--- src/rtl/piso_y_if.sv ---
// piso_y_if: frame-in / word-out handshake bundle for the piso_y collector.
// Ports: p_in_v/p_in/p_in_ready (parallel frame), s_out_v/s_out/s_out_ready/s_out_last (serial word), ovf (drop pulse).
// Modports: master = collector side (drives serial stream), slave = environment side (producer + consumer).
interface piso_y_if #(
  parameter int DATA_WIDTH = 16,
  parameter int PE_NUM     = 8
);
  logic                           p_in_v;
  logic [PE_NUM*DATA_WIDTH*2-1:0] p_in;
  logic                           p_in_ready;
  logic                           s_out_ready;
  logic                           s_out_v;
  logic [DATA_WIDTH*2-1:0]        s_out;
  logic                           s_out_last;
  logic                           ovf;

  modport master (
    input  p_in_v, p_in, s_out_ready,
    output p_in_ready, s_out_v, s_out, s_out_last, ovf
  );

  modport slave (
    output p_in_v, p_in, s_out_ready,
    input  p_in_ready, s_out_v, s_out, s_out_last, ovf
  );
endinterface

--- src/rtl/piso_y.sv ---
// piso_y: captures a PE_NUM-lane frame of complex words in one cycle and streams lane 0..PE_NUM-1 out.
// Latency: frame accepted at edge N shows lane 0 on s_out after edge N; one word per transfer, no bubble between frames.
// Backpressure: s_out/cnt hold while s_out_ready low; frames offered when not ready are dropped with a one-cycle ovf pulse.
// Ports: clk, rst (async active-high), bus (piso_y_if.master); optional drop_cnt[15:0] when PISO_DROP_CNT_EN is defined
// (saturating count of ovf events, cleared only by rst).
module piso_y #(
  parameter int DATA_WIDTH = 16,
  parameter int PE_NUM     = 8
) (
  input  logic      clk,
  input  logic      rst,
  piso_y_if.master  bus
`ifdef PISO_DROP_CNT_EN
  ,
  output logic [15:0] drop_cnt
`endif
);

  localparam int WORD_W = 2 * DATA_WIDTH;
  localparam int CNT_W  = $clog2(PE_NUM);
  localparam logic [CNT_W-1:0] LAST_CNT = CNT_W'(PE_NUM - 1);

  typedef enum logic {IDLE, SHIFT} state_t;

  state_t            state_q, state_d;
  logic [CNT_W-1:0]  cnt_q, cnt_d;
  logic [WORD_W-1:0] sr_q [PE_NUM];
  logic [WORD_W-1:0] sr_d [PE_NUM];
  logic              ovf_q, ovf_d;
  logic              last;
  logic              accept;

  assign last = (state_q == SHIFT) && (cnt_q == LAST_CNT);

  // Ready is combinational so a new frame can be taken on the same edge as the final word leaves.
  assign bus.p_in_ready = !rst && ((state_q == IDLE) || (last && bus.s_out_ready));
  assign accept         = bus.p_in_v && bus.p_in_ready;

  assign bus.s_out_v    = (state_q == SHIFT);
  // Lane 0 of the register is the output word; it drains to zero after the last shift so s_out idles at 0.
  assign bus.s_out      = sr_q[0];
  assign bus.s_out_last = last;
  assign bus.ovf        = ovf_q;

  always_comb begin
    state_d = state_q;
    cnt_d   = cnt_q;
    sr_d    = sr_q;
    ovf_d   = bus.p_in_v && !bus.p_in_ready;

    case (state_q)
      IDLE: begin
        if (accept) begin
          for (int k = 0; k < PE_NUM; k++) sr_d[k] = bus.p_in[k*WORD_W +: WORD_W];
          cnt_d   = '0;
          state_d = SHIFT;
        end
      end
      SHIFT: begin
        if (bus.s_out_ready) begin
          for (int k = 0; k < PE_NUM - 1; k++) sr_d[k] = sr_q[k+1];
          sr_d[PE_NUM-1] = '0;
          if (last) begin
            cnt_d = '0;
            if (accept) begin
              // Back-to-back frame: overwrite the shifted contents, stay streaming.
              for (int k = 0; k < PE_NUM; k++) sr_d[k] = bus.p_in[k*WORD_W +: WORD_W];
            end else begin
              state_d = IDLE;
            end
          end else begin
            cnt_d = cnt_q + 1'b1;
          end
        end
      end
      default: state_d = IDLE;
    endcase
  end

  always_ff @(posedge clk or posedge rst) begin
    if (rst) begin
      state_q <= IDLE;
      cnt_q   <= '0;
      ovf_q   <= 1'b0;
      for (int k = 0; k < PE_NUM; k++) sr_q[k] <= '0;
    end else begin
      state_q <= state_d;
      cnt_q   <= cnt_d;
      ovf_q   <= ovf_d;
      for (int k = 0; k < PE_NUM; k++) sr_q[k] <= sr_d[k];
    end
  end

`ifdef PISO_DROP_CNT_EN
  logic [15:0] drop_cnt_q, drop_cnt_d;

  always_comb begin
    drop_cnt_d = drop_cnt_q;
    if (ovf_d && (drop_cnt_q != 16'hFFFF)) drop_cnt_d = drop_cnt_q + 16'd1;
  end

  always_ff @(posedge clk or posedge rst) begin
    if (rst) drop_cnt_q <= '0;
    else     drop_cnt_q <= drop_cnt_d;
  end

  assign drop_cnt = drop_cnt_q;
`endif

endmodule

--- src/flat_wrapper.sv ---
// flat-port wrapper written by rule: the top's interface ports become plain ports
module piso_y_flat 
#(
  parameter int DATA_WIDTH = 16,
  parameter int PE_NUM     = 8
)
  (clk, rst, bus_p_in_v, bus_p_in, bus_s_out_ready, bus_p_in_ready, bus_s_out_v, bus_s_out, bus_s_out_last, bus_ovf);
  piso_y_if #(.DATA_WIDTH(DATA_WIDTH), .PE_NUM(PE_NUM)) bus_i ();
  input  logic clk;
  input  logic rst;
  input wire logic [$bits(bus_i.p_in_v)-1:0] bus_p_in_v;
  input wire logic [$bits(bus_i.p_in)-1:0] bus_p_in;
  input wire logic [$bits(bus_i.s_out_ready)-1:0] bus_s_out_ready;
  output wire logic [$bits(bus_i.p_in_ready)-1:0] bus_p_in_ready;
  output wire logic [$bits(bus_i.s_out_v)-1:0] bus_s_out_v;
  output wire logic [$bits(bus_i.s_out)-1:0] bus_s_out;
  output wire logic [$bits(bus_i.s_out_last)-1:0] bus_s_out_last;
  output wire logic [$bits(bus_i.ovf)-1:0] bus_ovf;
  assign bus_i.p_in_v = bus_p_in_v;
  assign bus_i.p_in = bus_p_in;
  assign bus_i.s_out_ready = bus_s_out_ready;
  assign bus_p_in_ready = bus_i.p_in_ready;
  assign bus_s_out_v = bus_i.s_out_v;
  assign bus_s_out = bus_i.s_out;
  assign bus_s_out_last = bus_i.s_out_last;
  assign bus_ovf = bus_i.ovf;
  piso_y #(.DATA_WIDTH(DATA_WIDTH), .PE_NUM(PE_NUM)) u_core (.clk(clk), .rst(rst), .bus(bus_i));
endmodule
--- config.mk ---
export PLATFORM = sky130hd
export DESIGN_NAME = piso_y_flat
export DESIGN_NICKNAME = d
export VERILOG_FILES = /design/src/rtl/piso_y_if.sv /design/src/rtl/piso_y.sv /design/src/flat_wrapper.sv
export SDC_FILE = /design/constraint.sdc
export NUM_CORES = 1
export LEC_CHECK = 0
export CORE_MARGIN = 1
export CORE_UTILIZATION = 55
export CTS_BUF_LIST = sky130_fd_sc_hd__clkbuf_16
export DETAILED_ROUTE_END_ITERATION = 8
export PLACE_DENSITY_LB_ADDON = 0.25
export SYNTH_ARGS = -nofsm -noshare
export SYNTH_HDL_FRONTEND = slang
export SYNTH_SLANG_ARGS = --single-unit
--- constraint.sdc ---
create_clock -name clk -period 18.7 [get_ports clk]
set_input_delay 2.805 -clock clk [delete_from_list [all_inputs] [get_ports clk]]
set_output_delay 2.805 -clock clk [all_outputs]
set_load 0.03 [all_outputs]
==> results of run 1 <==
-- placed cells by master (no fill, tap or decap), types with 5 or more instances in the layout --
cell type / Yosys / layout
clkdlybuf4s50_1: 0 / 295
clkinv_2: 0 / 9
a32oi_1: 224 / 224
clkbuf_16: 0 / 29
nor3_1: 224 / 224
dfrtp_1: 261 / 260
o21ai_0: 224 / 224
a21oi_1: 225 / 225
buf_4: 38 / 13
a22o_1: 35 / 35
clkinv_1: 0 / 5
-- registers in the layout, indices dropped and copies added (netlist names) --
| signal | cells |
|---|---|
| u_core.bus.ovf | 1 |
| u_core.bus.s_out_v | 1 |
| u_core.cnt_q | 3 |
| u_core.bus.s_out | 32 |
| u_core.sr_q | 224 |
-- cells by family after synthesis --
group | Yosys count | synth area share, %
multiplexers | 1 | 0.08337
flip-flops | 261 | 48.36
AO/OA/AOI/OAI | 709 | 33.59
AND/OR/NAND/NOR | 235 | 8.847
buffers and inverters | 239 | 8.939
adder cells (fa/ha/maj) | 2 | 0.1852
-- cell type report --
cell class                      instances  share of cell area [%]
Clock buffer                           29                   4.344
Multi-Input combinational cell        947                   34.69
Clock inverter                         21                  0.7939
Tap cell                              319                   2.389
Timing Repair Buffer                  310                   18.50
Sequential cell                       261                   39.12
Antenna cell                            3                 0.04494
Inverter                                2                  0.1198
-- metrics by stage --
step,power (W),setup slack [ns],cells,hold slack [ns]
2_1_floorplan,0.001517,8.693,1447,0.4734
3_3_place_gp,0.001706,11.44,1839,0.4893
3_5_place_dp,0.001735,11.40,1839,0.4925
4_1_cts,0.002261,11.40,1889,0.5100
5_1_grt,0.002397,11.28,1891,0.5137
6_report,0.002268,11.35,1892,0.5079
-- report_power, final --
part	total (W)	leakage [nW]	internal (W)	switching (W)
logic	0.000787	2.43	0.000350	0.000437
registers	0.000959	2.97	0.000802	0.000156
clock network	0.000523	0.430	0.000294	0.000229
total	0.00227	5.84	0.00145	0.000822
-- path summary, 6_finish.rpt --
check	slack (ns)	endpoint	startpoint
max reg2reg	15.03	u_core.sr_q[24]	u_core.bus.s_out_v
max	11.35	bus_p_in_ready	bus_s_out_ready
max in group asynchronous	14.18	u_core.sr_q[18]	rst
min reg2reg	0.51	u_core.sr_q[0]	u_core.sr_q[0]
min in group asynchronous	2.92	u_core.bus.ovf	rst
min	0.51	u_core.sr_q[0]	u_core.sr_q[0]
-- routing by layer --
layer  track usage (%)  share of wire (%)  vias up
li1                  -                  -     5825
met3             5.120                8.2       82
met1             47.27                 43     6394
met2             46.89                 46      702
met4             10.99                3.0        4
met5                 0              0.058        -
-- critical path: cells and delay by family --
kind	cells	cell delay [ns]
AO/OA/AOI/OAI	1	0.25
buffers and inverters	2	1.36
AND/OR/NAND/NOR	1	0.12
==> impl_metrics.json, run 1 <==
{
  "outcome": "completed",
  "ios": 296,
  "cts_inserted_buffers": 28,
  "cp_slowest_stage_delay_ns": 0.71,
  "nFillCells": 1840,
  "skew_ns": 0.01128,
  "crit_arrival_ns": 4.55,
  "num_rows": 56,
  "finalNetCount": 1812,
  "grt_pass1_vias": 12360,
  "start_util_pct": 56.86,
  "placed_cell_area_sq_mm": 0.01584,
  "hold_path.class": "register to register",
  "regArea_sq_mm": 0.006535,
  "design_area_sq_mm": 0.01671,
  "ys_ff_latch": 261,
  "die-area_sq_mm": 0.02519,
  "cts_tree": "done",
  "synth_top_area_share_pct": 48.36,
  "crit_top_cell": "clkdlybuf4s50_1",
  "ys_types": 26,
  "fmax_ghz": 0.1360,
  "peakVddDrop_v": 0.00008710,
  "synth_commonest_cells": "261 x dfrtp_1, 225 x a21oi_1, 224 x a32oi_1, 224 x nor3_1, 224 x o21ai_0",
  "drc_errors": 0,
  "cts_root_buf": "clkbuf_16",
  "grt_pass1_wl_microns": 66360,
  "die_y_microns": 158.7,
  "hpwl_microns": 22740,
  "path_clk_slew_ns": 0.06,
  "cts_setup_buffers": 0,
  "power_leakage_nw": 5.838,
  "critPathMaxFanout": 5,
  "synthFlopType": "dfrtp_1",
  "synth.cell_area_sq_mm": 0.01351,
  "yosysSeqAreaShare_pct": 48.36,
  "die_x_microns": 158.7,
  "hold_viol": 0,
  "fin_crit_sh_pct": 39.31,
  "slew_headroom_pct": 20.76,
  "tightest_slew_ns": 1.189,
  "grt_max_degree": 226,
  "synth_area_leader_cell": "dfrtp_1",
  "hold_depth": 1,
  "rr_worst_depth": 4,
  "path_cells": "clkdlybuf4s50_1 -> nand2_1 -> a21oi_1 -> clkdlybuf4s50_1",
  "avgRoutedWirePerCell_microns": 21.85,
  "rsz0062_at_grt": "no",
  "area_growth_pct": 23.69,
  "crit_type": "input port to primary output",
  "clock_latency_ns": 0.54,
  "core-area_sq_mm": 0.02375,
  "grt.total_usage_pct": 31.77,
  "cap_viol_max_count": 0,
  "cts.sinks": 261,
  "viasPerCell": 6.875,
  "via_count": 13010,
  "end_kind": "primary output",
  "finalCriticalPeriod_ns": 7.351,
  "ys_warn_count": 0,
  "syn_area_per_cell_sq_um": 9.334,
  "netlist_instances": 1447,
  "first_pass_iters": 6,
  "clock_path_buffers": 3,
  "antenna_left": 0,
  "slew_viol_final": 0,
  "overflow": 0,
  "setup_violations": 0,
  "drive_gt1_share_pct": 4.395,
  "required_ns": 15.89,
  "hold_buffers": 0,
  "final_core_util_pct": 70.33,
  "yosys-top-cells-area": "dfrtp_1 48%, a32oi_1 15%, a21oi_1 8.3%",
  "synth_nets": 1709,
  "powerDensity_mw_per_mm2": 135.8,
  "drt_iter0_markers": 1741,
  "multi_input_area_sq_mm": 0.005796,
  "gp_congestion": 0.8250,
  "synth_most_common_cell": "dfrtp_1",
  "synth_edf_count": 0,
  "cts_resized": 0,
  "wl_microns": 41340,
  "antenna_found_initial": 5,
  "h-tree-depth": 1,
  "ys_async_sr_fraction_pct": 100.0,
  "finalSetupTns_ns": 0,
  "io_buffers": 295,
  "startpoint_type": "input port",
  "crit_slowest_cell": "clkdlybuf4s50_1"
}
No activity file was read; power rests on OpenSTA's default activity.
==> inputs of run 2 (changes only) <==
--- a/config.mk
+++ b/config.mk
@@ -6,7 +6,7 @@
 export NUM_CORES = 1
 export LEC_CHECK = 0
 export CORE_MARGIN = 1
-export CORE_UTILIZATION = 55
+export CORE_UTILIZATION = 46
 export CTS_BUF_LIST = sky130_fd_sc_hd__clkbuf_16
 export DETAILED_ROUTE_END_ITERATION = 8
 export PLACE_DENSITY_LB_ADDON = 0.25
==> constraint.sdc (replaced) <==
create_clock -name clk -period 6.2 [get_ports clk]
set_input_delay 0.93 -clock clk [delete_from_list [all_inputs] [get_ports clk]]
set_output_delay 0.93 -clock clk [all_outputs]
set_load 0.03 [all_outputs]
==> run 2 against run 1 <==
Core utilization shrank 12 points. Critical path depth is the same. Total power grew to 3.0 times the previous value. Clock-buffer cell count is the same. Design area grew 0.83%. First-iteration DRC count is essentially flat. Highest routed layer unchanged. Flip-flop and latch count is the same. Via count shrank 0.64%. Cell count grew 3.8%.
==> impl_metrics.json, run 2 (synthesized netlist as in run 1, its figures left out) <==
{
  "final_cells": 1964,
  "clock_latency_ns": 0.55,
  "hold_viol": 0,
  "rrSetupSlack_ns": 2.50,
  "fin_total_pwr_w": 0.006902,
  "grt_max_degree": 226,
  "powerDensity_mw_per_mm2": 409.7,
  "fin_ws_ns": 2.503,
  "cts_root_buf": "clkbuf_16",
  "drc_errors": 0,
  "finalNetCount": 1817,
  "crit_type": "register to register",
  "hold_buffers": 0,
  "overflow": 0,
  "fin_crit_sh_pct": 59.63,
  "crit_slowest_cell": "dfrtp_4",
  "crit_top_cell": "buf_4",
  "grt_pass1_wl_microns": 68890,
  "outcome": "completed",
  "die-area_sq_mm": 0.03005,
  "path_cells": "buf_4 -> buf_4 -> a22oi_4 -> a22o_1",
  "grt_pass1_vias": 12120,
  "wl_microns": 43440,
  "finalCriticalPeriod_ns": 3.697,
  "place_inst": 1908,
  "path_buf_inv": 2,
  "grt_use_met1_pct": 43.38,
  "finalSetupTns_ns": 0,
  "required_ns": 6.63,
  "tightest_slew_ns": 1.162,
  "cap_viol_max_count": 0,
  "pre_cts_slack_ns": 2.432,
  "ios": 296,
  "hpwl_microns": 24410,
  "final_common_cell": "clkdlybuf4s50_1",
  "setup_violations": 0,
  "hold_path.class": "register to register",
  "core-area_sq_mm": 0.02878,
  "start_util_pct": 46.93,
  "antenna_left": 0,
  "die_x_microns": 173.4,
  "first_pass_iters": 8,
  "peakVddDrop_v": 0.0001645,
  "gp_congestion": 0.8037,
  "h-tree-depth": 1,
  "num_rows": 62,
  "fmax_ghz": 0.2705,
  "area_growth_pct": 24.72,
  "slew_viol_final": 0,
  "slew_headroom_pct": 22.57,
  "power_leakage_nw": 5.877,
  "end_kind": "register",
  "crit_arrival_ns": 4.13,
  "skew_ns": 0.01907,
  "cts_setup_buffers": 0,
  "cts_resized": 0,
  "viasPerCell": 6.580,
  "cp_slowest_stage_delay_ns": 1.06,
  "grt.total_usage_pct": 27.85,
  "busiest_layer": "met1",
  "clock_path_buffers": 3,
  "cts_inserted_buffers": 29,
  "drt_iter0_markers": 1740,
  "rsz0062_at_grt": "no",
  "via_count": 12920,
  "drive_gt1_share_pct": 4.251,
  "critPathMaxFanout": 89,
  "cts_tree": "done",
  "path_clk_slew_ns": 0.06,
  "grt.met2_usage_pct": 40.06,
  "gr-usage-met3_pct": 4.803,
  "avgRoutedWirePerCell_microns": 22.12,
  "cpLargestDelayFamily": "buffers and inverters",
  "largest_reg_flops": 224,
  "startpoint_type": "register",
  "cts.sinks": 261,
  "io_buffers": 295,
  "final_cell_mix": "295 x clkdlybuf4s50_1, 260 x dfrtp_1, 225 x a21oi_1",
  "antenna_found_initial": 7,
  "die_y_microns": 173.4,
  "regMostFlops": "u_core.sr_q"
}
run 2: metal layers:
layer  wire length, microns  part of all wire, %
met1                  19570                   45
met2                  19180                   44
met3                   3686                  8.5
met4                    990                  2.3
met5                     13                0.030
run 2: through the flow:
| stage | hold WS [ns] | util [%] | area (sq um) |
|---|---|---|---|
| detailed placement | 0.4965 | 55.46 | 15960 |
| floorplan | 0.4734 | - | 13510 |
| finish | 0.5065 | 58.53 | 16840 |
| global route | 0.5173 | 58.50 | 16840 |
| CTS | 0.5100 | 58.49 | 16830 |
| global placement | 0.4908 | 55.46 | 15960 |
run 2: power by group:
| part | internal [W] | leakage (nW) | switching, W |
|---|---|---|---|
| registers | 0.00242 | 2.97 | 0.000523 |
| logic | 0.00106 | 2.45 | 0.00129 |
| clock network | 0.000922 | 0.455 | 0.000691 |
| total | 0.00440 | 5.88 | 0.00250 |
run 2: worst paths after layout:
check / from / to / cells past startpoint
setup / recovery: u_core.bus.s_out_v / u_core.sr_q[23] / 4
hold / removal: u_core.sr_q[3] / u_core.sr_q[3] / 1
setup reg to reg: u_core.bus.s_out_v / u_core.sr_q[23] / 4
hold reg to reg: u_core.sr_q[3] / u_core.sr_q[3] / 1
max in group asynchronous: rst / u_core.bus.s_out_v / 4
min in group asynchronous: rst / u_core.sr_q[86] / 3
run 2: area by class of cell:
| class | instances | area (sq um) |
|---|---|---|
| diodes | 4 | 10.01 |
| fillers | 2530 | 11940 |
| clock inverters | 23 | 148.9 |
| well taps | 384 | 480.5 |
| repair buffers | 314 | 3133 |
| clock buffers | 29 | 725.7 |
| inverters | 2 | 16.27 |
| flip-flops and latches | 261 | 6535 |
| multi-input cells | 947 | 5796 |
run 2: worst register-to-register path, delay by kind of cell, from the launching register on:
kind	cells	cell delay, ns
compound gates	2	0.85
flops	1	1.06
buf+inv	2	1.68
==> inputs of run 3 (changes only) <==
--- a/config.mk
+++ b/config.mk
@@ -6,7 +6,7 @@
 export NUM_CORES = 1
 export LEC_CHECK = 0
 export CORE_MARGIN = 1
-export CORE_UTILIZATION = 46
+export CORE_UTILIZATION = 51
 export CTS_BUF_LIST = sky130_fd_sc_hd__clkbuf_16
 export DETAILED_ROUTE_END_ITERATION = 8
 export PLACE_DENSITY_LB_ADDON = 0.25
==> constraint.sdc (replaced) <==
create_clock -name clk -period 3.7 [get_ports clk]
set_input_delay 0.555 -clock clk [delete_from_list [all_inputs] [get_ports clk]]
set_output_delay 0.555 -clock clk [all_outputs]
set_load 0.03 [all_outputs]
==> run 3 against run 2 <==
Hold slack better by 0.0014 ns. Clock skew shrank 0.0047 ns. Core utilization is 6.7 points higher. Cell count is 2.3% lower. Routed wire length decreased by 4.2%. Critical path depth up 1. First-iteration DRC count up 12%. Sequential share of layout area down 0.26 points. Flip-flop and latch count is the same.
==> impl_metrics.json, run 3 (synthesized netlist as in run 1, its figures left out) <==
{
  "required_ns": 3.14,
  "slew_headroom_pct": 43.46,
  "p_int_w": 0.007411,
  "cts_setup_buffers": 0,
  "antenna_left": 0,
  "core-area_sq_mm": 0.02598,
  "peakVddDrop_v": 0.0003933,
  "hold_buffers": 0,
  "grt_pass1_wl_microns": 64440,
  "antenna_cells": 0,
  "regArea_sq_mm": 0.006535,
  "grt_max_degree": 166,
  "ios": 296,
  "num_rows": 59,
  "avgRoutedWirePerCell_microns": 21.70,
  "outcome": "completed",
  "tightest_slew_ns": 0.8481,
  "finalNetCount": 1825,
  "start_util_pct": 51.98,
  "die-area_sq_mm": 0.02714,
  "sw_frac_of_total_pct": 36.02,
  "cts_tree": "done",
  "critPathMaxFanout": 5,
  "power_leakage_nw": 5.961,
  "rr_worst_depth": 3,
  "pre_cts_slack_ns": 0.8339,
  "pwr-share-seq_pct": 42.0,
  "p_sw_w": 0.004172,
  "finalCriticalPeriod_ns": 3.018,
  "reg2reg_to": "u_core.sr_q[31]",
  "overflow": 0,
  "slew_viol_final": 0,
  "gp_congestion": 0.8234,
  "via_count": 12990,
  "startpoint_type": "register",
  "hold_viol": 0,
  "die_y_microns": 164.7,
  "viasPerCell": 6.774,
  "cts_root_buf": "clkbuf_16",
  "powerDensity_mw_per_mm2": 682.9,
  "io_buffers": 295,
  "hpwl_microns": 24260,
  "first_pass_iters": 5,
  "die_x_microns": 164.7,
  "fmax_ghz": 0.3314,
  "clock_latency_ns": 0.55,
  "cts_inserted_buffers": 29,
  "path_clk_slew_ns": 0.06,
  "final_cell_mix": "295 x clkdlybuf4s50_1, 260 x dfrtp_1, 225 x a21oi_1",
  "startpoint": "u_core.cnt_q[1]",
  "cts_resized": 0,
  "final_common_cell": "clkdlybuf4s50_1",
  "antenna_found_initial": 4,
  "wl_microns": 41620,
  "drc_errors": 0,
  "fin_ws_ns": 0.6821,
  "rsz0062_at_grt": "no",
  "drt_iter0_markers": 1953,
  "cap_viol_max_count": 0,
  "setup_violations": 0,
  "grt.total_usage_pct": 29.54,
  "area_growth_pct": 25.57,
  "clock_path_buffers": 3,
  "nFillCells": 2132,
  "fin_crit_sh_pct": 81.56,
  "grt_pass1_vias": 11990,
  "largest_reg_flops": 224,
  "crit_arrival_ns": 2.46,
  "rrSetupSlack_ns": 1.08,
  "reg2reg_from": "u_core.bus.s_out_v",
  "drive_gt1_share_pct": 4.927,
  "finalSetupTns_ns": 0,
  "p_comb_share_pct": 34.6,
  "skew_ns": 0.01434,
  "crit_type": "register to primary output",
  "crit_end": "bus_p_in_ready",
  "multi_input_area_sq_mm": 0.005796,
  "clkPwrFrac_pct": 23.4,
  "hold_path.class": "register to register",
  "end_kind": "primary output",
  "cts.sinks": 261,
  "h-tree-depth": 1,
  "regMostFlops": "u_core.sr_q"
}
run 3: power groups by stage:
| stage | Clock [W] | Combinational (W) | Sequential, W |
|---|---|---|---|
| finish | 0.00271 | 0.00401 | 0.00486 |
| floorplan | 0 | 0.00310 | 0.00457 |
| global route | 0.00286 | 0.00439 | 0.00498 |
| global placement | 0 | 0.00385 | 0.00485 |
| detailed placement | 0 | 0.00395 | 0.00488 |
| CTS | 0.00274 | 0.00399 | 0.00483 |
run 3: worst max-delay path: stages, from the launching register on:
cell	delay, ns
dfrtp_1	0.38
ha_1	0.18
ha_1	0.25
nand2_1	0.10
a21oi_1	0.27
clkdlybuf4s50_1	0.74
run 3: how the worst min path moves through the flow:
stage	from	end	slack (ns)	cells past startpoint
2_1_floorplan	u_core.sr_q[19]	u_core.sr_q[19]	0.47	1
3_3_place_gp	u_core.sr_q[18]	u_core.sr_q[18]	0.49	1
3_5_place_dp	u_core.sr_q[19]	u_core.sr_q[19]	0.50	1
4_1_cts	u_core.sr_q[15]	u_core.sr_q[15]	0.51	1
5_1_grt	u_core.sr_q[19]	u_core.sr_q[19]	0.52	1
6_report	u_core.sr_q[15]	u_core.sr_q[15]	0.51	1
run 3: layer usage:
metal / up-vias / part of all wire, % / track usage, %
li1: 5846 / - / -
met1: 6323 / 43 / 44.20
met2: 754 / 45 / 44.17
met3: 65 / 9.2 / 4.545
met4: 4 / 2.3 / 8.590
met5: - / 0.060 / 0
run 3: stage by stage:
stage	std cells	hold WS [ns]	utilization [%]	total power (W)	cell area [sq um]
final	1918	0.5078	65.27	0.01158	16960
after CTS	1918	0.5120	65.27	0.01157	16960
after global placement	1867	0.4908	61.90	0.008700	16080
after global routing	1918	0.5160	65.27	0.01222	16960
after detailed placement	1867	0.4993	61.90	0.008833	16080
after floorplan	1447	0.4734	-	0.007671	13510
run 3: layout make-up:
| cell class | instances | area share, % |
|---|---|---|
| clock inverter | 22 | 0.8853 |
| tap | 335 | 2.471 |
| timing repair buffer | 322 | 19.56 |
| multi-input combinational | 947 | 34.17 |
| clock buffer | 29 | 4.279 |
| sequential | 261 | 38.53 |
| inverter | 2 | 0.09591 |
